[src/rtl/breath_if.sv]
// Control and LED-drive bundle for the breathing sequencer.
// Master drives requests; slave reports state, duty and the pin.
interface breath_if #(
  parameter int DUTY_W = 7
);
  logic              start;
  logic              stop;
  logic              loop;
  logic              busy;
  logic [DUTY_W-1:0] duty;
  logic              pwm_out;
  logic              cycle_done;

  modport master (
    output start, stop, loop,
    input  busy, duty, pwm_out, cycle_done
  );

  modport slave (
    input  start, stop, loop,
    output busy, duty, pwm_out, cycle_done
  );
endinterface

[src/rtl/breath_sequencer.sv]
// LED breathing sequencer: ramp up, hold, ramp down, hold off.
// Owns the shared PWM counter and the registered LED comparator.
module breath_sequencer #(
  parameter int PWM_STEPS    = 100,
  parameter int STEP_PERIODS = 5000,
  parameter int DUTY_INC     = 1,
  parameter int DUTY_MAX     = 99,
  parameter int HOLD_STEPS   = 50,
  parameter int DUTY_W       = 7
) (
  input logic     clk,
  input logic     rst_n,
  breath_if.slave bus
);

  localparam int CW  = (PWM_STEPS > 1) ? $clog2(PWM_STEPS) : 1;
  localparam int PW  = (STEP_PERIODS > 1) ? $clog2(STEP_PERIODS) : 1;
  localparam int HW  = (HOLD_STEPS > 1) ? $clog2(HOLD_STEPS) : 1;
  localparam int DXW = DUTY_W + 1;

  localparam logic [CW-1:0]  PWM_LAST  = CW'(PWM_STEPS - 1);
  localparam logic [PW-1:0]  PER_LAST  = PW'(STEP_PERIODS - 1);
  localparam logic [HW-1:0]  HOLD_LAST = HW'(HOLD_STEPS - 1);
  localparam logic [DXW-1:0] INC_X     = DXW'(DUTY_INC);
  localparam logic [DXW-1:0] MAX_X     = DXW'(DUTY_MAX);

  typedef enum logic [2:0] {
    IDLE,
    RAMP_UP,
    HOLD_HI,
    RAMP_DOWN,
    HOLD_LO
  } state_e;

  state_e            state_q, state_d;
  logic [DUTY_W-1:0] duty_q, duty_d;
  logic [CW-1:0]     pwm_cnt_q, pwm_cnt_d;
  logic [PW-1:0]     per_q, per_d;
  logic [HW-1:0]     hold_q, hold_d;
  logic              pend_q, pend_d;
  logic              pwm_q, pwm_d;
  logic              cd_q, cd_d;

  logic              busy;
  logic              tick;
  logic [DXW-1:0]    up_x;
  logic [DUTY_W-1:0] up_duty;
  logic [DUTY_W-1:0] dn_duty;

  assign busy = (state_q != IDLE);
  assign tick = (pwm_cnt_q == PWM_LAST) &&
                (per_q == PER_LAST);

  // Saturating steps done one bit wider so DUTY_MAX near 2**DUTY_W cannot wrap
  assign up_x    = {1'b0, duty_q} + INC_X;
  assign up_duty = (up_x >= MAX_X) ? MAX_X[DUTY_W-1:0]
                                   : up_x[DUTY_W-1:0];
  assign dn_duty = ({1'b0, duty_q} > INC_X)
                 ? duty_q - INC_X[DUTY_W-1:0]
                 : '0;

  always_ff @(posedge clk or negedge rst_n) begin
    if (!rst_n) begin
      state_q   <= IDLE;
      duty_q    <= '0;
      pwm_cnt_q <= '0;
      per_q     <= '0;
      hold_q    <= '0;
      pend_q    <= 1'b0;
      pwm_q     <= 1'b0;
      cd_q      <= 1'b0;
    end else begin
      state_q   <= state_d;
      duty_q    <= duty_d;
      pwm_cnt_q <= pwm_cnt_d;
      per_q     <= per_d;
      hold_q    <= hold_d;
      pend_q    <= pend_d;
      pwm_q     <= pwm_d;
      cd_q      <= cd_d;
    end
  end

  always_comb begin
    state_d   = state_q;
    duty_d    = duty_q;
    pwm_cnt_d = pwm_cnt_q;
    per_d     = per_q;
    hold_d    = hold_q;
    pend_d    = pend_q;
    pwm_d     = 1'b0;
    cd_d      = 1'b0;

    if (busy) begin
      if (pwm_cnt_q == PWM_LAST) begin
        pwm_cnt_d = '0;
        per_d     = (per_q == PER_LAST) ? '0
                                        : per_q + PW'(1);
      end else begin
        pwm_cnt_d = pwm_cnt_q + CW'(1);
      end
      if (bus.stop) pend_d = 1'b1;
      pwm_d = (32'(pwm_cnt_q) < 32'(duty_q));
    end

    unique case (state_q)
      IDLE: begin
        duty_d    = '0;
        pwm_cnt_d = '0;
        per_d     = '0;
        hold_d    = '0;
        pend_d    = 1'b0;
        if (bus.start && !bus.stop) state_d = RAMP_UP;
      end
      RAMP_UP: begin
        if (tick) begin
          if (pend_q) begin
            state_d = RAMP_DOWN;
          end else begin
            duty_d = up_duty;
            if (32'(up_duty) == DUTY_MAX) begin
              state_d = HOLD_HI;
              hold_d  = '0;
            end
          end
        end
      end
      HOLD_HI: begin
        if (tick) begin
          if (pend_q || hold_q == HOLD_LAST) begin
            state_d = RAMP_DOWN;
          end else begin
            hold_d = hold_q + HW'(1);
          end
        end
      end
      RAMP_DOWN: begin
        if (tick) begin
          duty_d = dn_duty;
          if (dn_duty == '0) begin
            state_d = HOLD_LO;
            hold_d  = '0;
          end
        end
      end
      HOLD_LO: begin
        if (tick) begin
          if (hold_q == HOLD_LAST) begin
            cd_d   = 1'b1;
            hold_d = '0;
            duty_d = '0;
            if (bus.loop && !pend_q) begin
              state_d = RAMP_UP;
            end else begin
              state_d = IDLE;
              pend_d  = 1'b0;
            end
          end else begin
            hold_d = hold_q + HW'(1);
          end
        end
      end
      default: state_d = IDLE;
    endcase
  end

  assign bus.busy       = busy;
  assign bus.duty       = duty_q;
  assign bus.pwm_out    = pwm_q;
  assign bus.cycle_done = cd_q;

endmodule
[src/flat_wrapper.sv]
// flat-port wrapper written by rule: the top's interface ports become plain ports
module breath_sequencer_flat 
#(
  parameter int PWM_STEPS    = 100,
  parameter int STEP_PERIODS = 5000,
  parameter int DUTY_INC     = 1,
  parameter int DUTY_MAX     = 99,
  parameter int HOLD_STEPS   = 50,
  parameter int DUTY_W       = 7
)
  (clk, rst_n, bus_start, bus_stop, bus_loop, bus_busy, bus_duty, bus_pwm_out, bus_cycle_done);
  breath_if #(.DUTY_W(DUTY_W)) bus_i ();
  input logic clk;
  input logic rst_n;
  input wire logic [$bits(bus_i.start)-1:0] bus_start;
  input wire logic [$bits(bus_i.stop)-1:0] bus_stop;
  input wire logic [$bits(bus_i.loop)-1:0] bus_loop;
  output wire logic [$bits(bus_i.busy)-1:0] bus_busy;
  output wire logic [$bits(bus_i.duty)-1:0] bus_duty;
  output wire logic [$bits(bus_i.pwm_out)-1:0] bus_pwm_out;
  output wire logic [$bits(bus_i.cycle_done)-1:0] bus_cycle_done;
  assign bus_i.start = bus_start;
  assign bus_i.stop = bus_stop;
  assign bus_i.loop = bus_loop;
  assign bus_busy = bus_i.busy;
  assign bus_duty = bus_i.duty;
  assign bus_pwm_out = bus_i.pwm_out;
  assign bus_cycle_done = bus_i.cycle_done;
  breath_sequencer #(.PWM_STEPS(PWM_STEPS), .STEP_PERIODS(STEP_PERIODS), .DUTY_INC(DUTY_INC), .DUTY_MAX(DUTY_MAX), .HOLD_STEPS(HOLD_STEPS), .DUTY_W(DUTY_W)) u_core (.clk(clk), .rst_n(rst_n), .bus(bus_i));
endmodule
[config.mk]
export PLATFORM = sky130hd
export DESIGN_NAME = breath_sequencer_flat
export DESIGN_NICKNAME = d
export VERILOG_FILES = /design/src/rtl/breath_if.sv /design/src/rtl/breath_sequencer.sv /design/src/flat_wrapper.sv
export SDC_FILE = /design/constraint.sdc
export NUM_CORES = 1
export LEC_CHECK = 0
export ABC_CLOCK_PERIOD_IN_PS = 2500
export CAP_MARGIN = 30
export CELL_PAD_IN_SITES_DETAIL_PLACEMENT = 0
export CELL_PAD_IN_SITES_GLOBAL_PLACEMENT = 1
export CORE_MARGIN = 1.5
export CORE_UTILIZATION = 25
export CTS_CLUSTER_SIZE = 12
export DETAILED_ROUTE_END_ITERATION = 8
export MAX_ROUTING_LAYER = met4
export PLACE_DENSITY = 0.47
export SYNTH_ARGS = -nofsm -noshare
export SYNTH_HDL_FRONTEND = slang
export SYNTH_SLANG_ARGS = --single-unit
[constraint.sdc]
create_clock -name clk -period 2.5 [get_ports clk]
set_clock_uncertainty 0.1 [all_clocks]
set_input_delay 0.5 -clock clk [delete_from_list [all_inputs] [get_ports clk]]
set_output_delay 0.5 -clock clk [all_outputs]
set_load 0.01 [all_outputs]
==> results of run 1 <==
## kinds of logic (layout without fill, tap and decap cells)
kind of cell	after synthesis	count (layout)	share of synthesized area [%]
buffers and inverters	24	68	4.13
DFF	39	39	36.2
muxes	6	6	2.23
xor gates and xnor gates	10	10	3.25
AOI/OAI and AO/OA	78	78	21.6
and+or+nand+nor	129	129	26.2
adders and majority gates	14	14	6.49
## layout by cell type, fill, tap and decap left out, types with 5 or more instances in the layout
master	instances
nor3_1	7
clkbuf_8	5
a21oi_1	11
dfrtp_1	39
nand2_1	34
mux2i_1	6
nor2_1	24
xor2_1	5
nand3_1	18
buf_4	34
xnor2_1	5
a22o_1	5
a31oi_1	5
clkdlybuf4s50_1	13
and3_1	9
ha_1	14
inv_1	12
a21o_1	7
o21ai_1	5
o31ai_1	6
o21ai_0	14
## layout make-up
cell class,count,area [um2],area share [%]
multi-input cells,237,1620,48.8
flip-flops and latches,39,976,29.5
repair buffers,48,390,11.8
well taps,136,170,5.15
clock buffers,5,68.8,2.08
inverters,13,48.8,1.48
clock inverters,2,37.5,1.14
## state kept, by name, summed over array words and instances (netlist names)
name	count
u_core.per_q	13
u_core.bus.duty	7
u_core.pwm_cnt_q	7
u_core.hold_q	6
u_core.state_q	3
u_core.bus.cycle_done	1
u_core.bus.pwm_out	1
u_core.pend_q	1
## power by group through the flow
stage / combinational [W] / sequential (W) / clock, W
after floorplan: 0.00107 / 0.000931 / 0
after global placement: 0.00160 / 0.00102 / 0
after detailed placement: 0.00157 / 0.00102 / 0
after CTS: 0.00158 / 0.00101 / 0.000567
after global routing: 0.00174 / 0.00103 / 0.000588
final: 0.00157 / 0.00100 / 0.000548
## worst min path at each step
stage | slack [ns] | cells after the start | end | from
CTS | 0.12 | 1 | u_core.pwm_cnt_q[3]$_DFF_PN0_ | rst_n
global placement | 0.41 | 1 | u_core.hold_q[1]$_DFFE_PN0P_ | u_core.hold_q[1]$_DFFE_PN0P_
global route | 0.15 | 1 | u_core.pwm_cnt_q[3]$_DFF_PN0_ | rst_n
detailed placement | 0.41 | 1 | u_core.per_q[11]$_DFFE_PN0P_ | u_core.per_q[11]$_DFFE_PN0P_
finish | 0.1 | 1 | u_core.pwm_cnt_q[3]$_DFF_PN0_ | rst_n
floorplan | 0.10 | 0 | u_core.bus.cycle_done$_DFF_PN0_ | rst_n
## worst max-delay path, cell delays in order (launching register included)
cell	delay, ns
dfrtp_1	0.42
buf_4	0.17
ha_1	0.19
or3_1	0.37
o221ai_1	0.24
nand3_1	0.27
o21ai_0	0.28
a21oi_1	0.10
a31oi_1	0.16
## metrics by stage
stage / hold WS, ns / power, W / utilization [%]
floorplan: 0.104 / 0.00200 / -
global placement: 0.414 / 0.00263 / 30.4
detailed placement: 0.414 / 0.00258 / 30.4
CTS: 0.123 / 0.00315 / 31.4
global route: 0.147 / 0.00336 / 31.7
finish: 0.0979 / 0.00312 / 31.7
## what timing repair did
item | CTS | global route
resized for setup | 0 | 1
setup endpoints to repair | 0 | 6
setup buffers | 0 | 4
## routing by layer
layer	vias to the layer above	share of wire [%]	wire length [um]
li1	1186	-	-
met1	1116	49	3470
met2	34	47	3370
met3	11	2.2	154
met4	0	1.9	134
met5	-	0	0
==> summary.txt, run 1 <==
Status
  – Result of the run: finished clean

Clocking
  – Clock insertion delay at the later pin of the skew report: 0.30 ns
  – Clock Path Buffers: 2
  – Clock tree root driver cell: clkbuf_8
  – Clock tree from TritonCTS: done
  – Clock-pin slew on the worst setup and hold paths: 0.09 ns
  – Total clock sinks: 39
  – # hold bufs at CTS: 0
  – Number of buffers created by CTS: 5
  – Number of H-tree levels: 2

Critical path
  – R2R Setup Slk: 0.12 ns
  – Depth of the most critical reg-to-reg path: 8
  – Startpoint kind of the worst setup timing path: register
  – R2R Path End: u_core.bus.duty[2]$_DFFE_PN0P_
  – Largest fanout of any net on the critical path: 6
  – Last element of the critical path: u_core.bus.duty[2]$_DFFE_PN0P_
  – Critical path endpoint category: register
  – Startpoint of the most critical register-to-register path: u_core.bus.duty[1]$_DFFE_PN0P_
  – Startpoint of the most critical setup path: u_core.bus.duty[1]$_DFFE_PN0P_
  – Worst Path Class, Setup: register to register
  – Req. time, crit path: 2.63 ns
  – Arrival @ worst endpoint: 2.50 ns

Power and ir drop
  – Proportion of total power due to net switching: 42.2%
  – Fraction of power consumed by the clock network: 17.6%
  – Leakage power figure: 1.43 nW
  – Internal cell power: 0.00180 W
  – Switching pwr: 0.00132 W
  – Share of total power in combinational logic: 50.3%
  – Sequential fraction of design power: 32.2%
  – Peak VDD IR: 0.347 mV
  – Cell Pwr Density: 943 nW/um2

Global route
  – Largest net degree at the start of global routing: 26
  – Routing layer with the top usage in global route: met2
  – Fraction of met1 tracks used by global routing: 17.4%
  – Overall Global Routing Usage: 13.6%
  – Via count of the first global-routing pass: 2304
  – Grt met3 use: 2.07%
  – Number of antenna violations at the first check in global routing: 0
  – Wire length of the first global-routing pass: 11.8 mm
  – Total grt overflow: 0
  – GR Util met2: 22.0%

Timing
  – Final min period: 2.38 ns
  – Pins Over Slew Limit: 0
  – Pin slew with the least headroom to its limit: 0.606 ns
  – Highest Clock Rate: 420 MHz
  – Setup repair after global routing missed its margin: false
  – Final worst slack: 0.122 ns
  – Final setup violation count: 0
  – Share of the cycle needed by the critical path after routing: 95.1%
  – Slew Limit Headroom: 59.6%
  – Final hold violation count: 0
  – Post-Route Setup TNS: 0 ns

Synthesis
  – Syn Nets: 319
  – Cell type with the highest aggregate area in the netlist: dfrtp_1
  – Top cell types by occurrence after synthesis: 39 x dfrtp_1, 34 x nand2_1, 24 x nor2_1
  – Cell with the most instances after synthesis: dfrtp_1
  – Yosys reg bits: 39
  – Mean area per synthesized cell: 8.99 um2
  – Distinct cell type count of the synthesized netlist: 64
  – Netlist area before placement: 2700 um2
  – Mapped Cells: 300
  – Post-synthesis sequential area ratio: 36.2%
  – Share of flip-flops with an asynchronous set or reset: 100%
  – Area contributors post-synth: dfrtp_1 36%, ha_1 6.5%, nand2_1 4.7%
  – Post-synth EDFFs: 0
  – Yosys top cell area share: 36.2%
  – Total number of yosys warnings: 0
  – Prevailing post-synth register cell: dfrtp_1

Floorplanning
  – I/O pin total: 15
  – Die span in x: 107 um
  – Initial core utilization: 25.9%
  – DIE HEIGHT: 107 um
  – Site Rows: 37
  – Area of the core: 10400 um2
  – Die area: 11400 um2

Layout
  – Finished Cell Area: 3310 um2
  – Fillers: 1096
  – Nets: 363
  – Fraction of final layout cells with drive strength greater than 1: 17.4%
  – Layout overhead on the synthesized area: 22.6%
  – Non-Filler Instances: 480
  – Number of antenna cells inserted: 0

Placement
  – Final HPWL from detailed placement: 5.48 mm
  – RePlAce Congestion: 0.800
  – Post-DP Area: 3170 um2
  – Count of placed standard cells including taps: 469
  – Port Buffer Count: 14
  – Pre-CTS setup slack: 0.0746 ns

Worst hold path
  – Type of the worst min-delay path: input port to asynchronous set/reset pin

Routing
  – Post-DRT Antenna Nets: 0
  – Vias per std cell: 4.89
  – DRC violation total after the first TritonRoute iteration: 128
  – DR pass1 iterations: 4
  – Routed WL per cell: 14.9 um
  – Total wire length: 7.13 mm
  – Vias post-DR: 2347
  – Post-route DRC: 0

Run
  – Number of maximum-capacitance constraint violations: 0
Power figures use the tool's default switching activity.
==> run 2, diff against run 1 <==
--- a/config.mk
+++ b/config.mk
@@ -5,7 +5,7 @@
 export SDC_FILE = /design/constraint.sdc
 export NUM_CORES = 1
 export LEC_CHECK = 0
-export ABC_CLOCK_PERIOD_IN_PS = 2500
+export ABC_CLOCK_PERIOD_IN_PS = 2130
 export CAP_MARGIN = 30
 export CELL_PAD_IN_SITES_DETAIL_PLACEMENT = 0
 export CELL_PAD_IN_SITES_GLOBAL_PLACEMENT = 1
==> constraint.sdc (replaced) <==
create_clock -name clk -period 2.13 [get_ports clk]
set_clock_uncertainty 0.1 [all_clocks]
set_input_delay 0.426 -clock clk [delete_from_list [all_inputs] [get_ports clk]]
set_output_delay 0.426 -clock clk [all_outputs]
set_load 0.01 [all_outputs]
==> summary.txt, run 2 (synthesis gave the netlist of run 1 again) <==
Global route
  – Wire length of the first global-routing pass: 13.6 mm (+15%)
  – Number of antenna violations at the first check in global routing: 0 (unchanged)
  – Overall Global Routing Usage: 15.8% (+2.1 points)
  – Largest net degree at the start of global routing: 21 (-19%)
  – Via count of the first global-routing pass: 2679 (+16%)
  – Total grt overflow: 0 (unchanged)

Clocking
  – Clock-pin slew on the worst setup and hold paths: 0.08 ns (about the same)
  – Clock tree root driver cell: clkbuf_8
  – Number of buffers created by CTS: 5 (unchanged)
  – Total clock sinks: 39 (unchanged)
  – Clock insertion delay at the later pin of the skew report: 0.29 ns (about the same)
  – Number of H-tree levels: 2 (unchanged)
  – Clock tree from TritonCTS: done
  – Clock Path Buffers: 2 (unchanged)

Layout
  – Layout overhead on the synthesized area: 46.5%
  – Most frequent cells in the layout: 84 x buf_4, 35 x dfrtp_1, 32 x nand2_1
  – Register bank with the most flops: u_core.per_q
  – Non-Filler Instances: 540 (+13%)
  – Most common library cell in the layout ignoring fill and taps: buf_4
  – Nets: 422 (+16%)
  – Fraction of final layout cells with drive strength greater than 1: 35.6% (+18 points)
  – Number of antenna cells inserted: 0 (unchanged)
  – Number of flip-flops in the largest register: 13 (unchanged)
  – Fillers: 1074 (-2.0%)

Critical path
  – Critical path cell sequence: or4_4, nor3_4, a31oi_2, a32oi_4, nand2_4, a22o_1
  – Startpoint kind of the worst setup timing path: register
  – Worst Path Class, Setup: register to register
  – Highest cell delay on the worst timing path: 0.57 ns (+0.15 ns)
  – Arrival @ worst endpoint: 2.34 ns (-0.16 ns)
  – Cell class contributing the biggest share of worst-path delay: simple AND/OR/NAND/NOR gates
  – WP buf/inv: 0 (-1)
  – Req. time, crit path: 2.21 ns (-0.42 ns)
  – Critical path endpoint category: register
  – Slowest library cell on the worst path: or4_4
  – Largest fanout of any net on the critical path: 8 (+2)

Routing
  – Post-DRT Antenna Nets: 0 (unchanged)
  – Routed WL per cell: 15.1 um (+1.7%)
  – Total wire length: 8.16 mm (+14%)
  – DR pass1 iterations: 4 (unchanged)
  – Vias post-DR: 2606 (+11%)
  – Vias per std cell: 4.83 (-1.3%)
  – Post-route DRC: 0 (unchanged)
  – DRC violation total after the first TritonRoute iteration: 67 (-48%)

Timing
  – Final setup violation count: 18 (+18)
  – Setup repair after global routing missed its margin: true
  – Slew Limit Headroom: 68.7% (+9.1 points)
  – Pin slew with the least headroom to its limit: 0.470 ns (-0.136 ns)
  – Worst hold-check slack: 0.438 ns (+0.341 ns)
  – Share of the cycle needed by the critical path after routing: 106% (+11 points)
  – Final worst slack: -0.130 ns (-0.251 ns)
  – Final hold violation count: 0 (unchanged)
  – Final min period: 2.26 ns (-0.119 ns)
  – Pins Over Slew Limit: 0 (unchanged)
  – Highest Clock Rate: 443 MHz (+5.3%)

Placement
  – Port Buffer Count: 14 (unchanged)
  – RePlAce Congestion: 0.803 (+0.34%)
  – Pre-CTS setup slack: -0.186 ns (-0.261 ns)
  – Final HPWL from detailed placement: 6.28 mm (+15%)
  – Count of placed standard cells including taps: 517 (+10%)

Power and ir drop
  – Leakage power figure: 1.76 nW (+23%)
  – Cell Pwr Density: 1110 nW/um2 (+17%)
  – Peak VDD IR: 0.365 mV (+5.2%)

Floorplanning
  – Initial core utilization: 25.9% (unchanged)
  – Area of the core: 10400 um2 (unchanged)
  – Die area: 11400 um2 (unchanged)
  – Die span in x: 107 um (unchanged)
  – I/O pin total: 15 (unchanged)
  – Site Rows: 37 (unchanged)
  – DIE HEIGHT: 107 um (unchanged)

Worst hold path
  – Type of the worst min-delay path: register to register

Run
  – Number of maximum-capacitance constraint violations: 0 (unchanged)

Status
  – Violated checks: negative setup slack
  – Result of the run: finished, violations left
## run 2: changes by cell type in the layout (fill, tap and decap cells not counted), sizes merged
cell / before / now
dlygate4sd3: 0 / 1
clkbuf: 5 / 6
clkinvlp: 1 / 0
buf: 35 / 93
dlygate4sd2: 0 / 1
clkdlybuf4s50: 13 / 12
clkinv: 1 / 2
## run 2: stage by stage
| step | utilization (%) | setup TNS (ns) | total power (W) | instance area, um2 |
|---|---|---|---|---|
| after floorplan | - | -0.290 | 0.00244 | 2760 |
| after global placement | 34.4 | -1.65 | 0.00358 | 3590 |
| after detailed placement | 34.4 | -2.34 | 0.00356 | 3590 |
| after CTS | 36.8 | -1.81 | 0.00440 | 3840 |
| after global routing | 37.9 | -3.24 | 0.00475 | 3950 |
| final | 37.9 | -1.16 | 0.00437 | 3950 |
## run 2: where the power goes
| group | total (W) | switching (W) | internal [W] |
|---|---|---|---|
| registers | 0.00110 | 0.000192 | 0.000912 |
| clock network | 0.000672 | 0.000292 | 0.000380 |
| logic | 0.00260 | 0.00127 | 0.00133 |
| total | 0.00437 | 0.00175 | 0.00262 |
## run 2: worst paths after layout
check                                              from                       endpoint  slack, ns  cells after the start
min in group asynchronous                         rst_n  u_core.pwm_cnt_q[5]$_DFF_PN0_       0.53                      2
min reg2reg                u_core.hold_q[1]$_DFFE_PN0P_   u_core.hold_q[1]$_DFFE_PN0P_       0.44                      1
max in group asynchronous                         rst_n   u_core.hold_q[4]$_DFFE_PN0P_       0.85                      3
max reg2reg                 u_core.per_q[3]$_DFFE_PN0P_   u_core.hold_q[4]$_DFFE_PN0P_      -0.13                      6
min                        u_core.hold_q[1]$_DFFE_PN0P_   u_core.hold_q[1]$_DFFE_PN0P_       0.44                      1
max                         u_core.per_q[3]$_DFFE_PN0P_   u_core.hold_q[4]$_DFFE_PN0P_      -0.13                      6
## run 2: cell type report
cell class	instances	area, um2	area share (%)
sequential	39	981	24.8
timing repair buffer	107	873	22.1
clock buffer	6	82.6	2.09
tap	136	170	4.31
clock inverter	2	35.0	0.886
inverter	13	48.8	1.23
multi-input combinational	237	1760	44.6
## run 2: what timing repair did
item / in CTS / in global routing
setup buffers: 11 / 4
endpoints found under the hold margin: 6 / 0
pin swaps: 9 / 13
hold buffers: 1 / 0
resized for setup: 14 / 18
endpoints found under the setup margin: 26 / 28
## run 2: worst register-to-register path, cell delays in order, from the launching register on
cell	delay [ns]
dfrtp_1	0.38
or4_4	0.57
nor3_4	0.25
a31oi_2	0.16
a32oi_4	0.30
nand2_4	0.13
a22o_1	0.25
## run 2: per-layer routing
metal  track usage [%]  vias to the layer above  wire length [um]
li1                  -                     1306                 -
met1              19.4                     1270              3730
met2              27.5                       26              4190
met3              2.19                        4               170
met4              3.52                        0                64
met5                 -                        -                 0
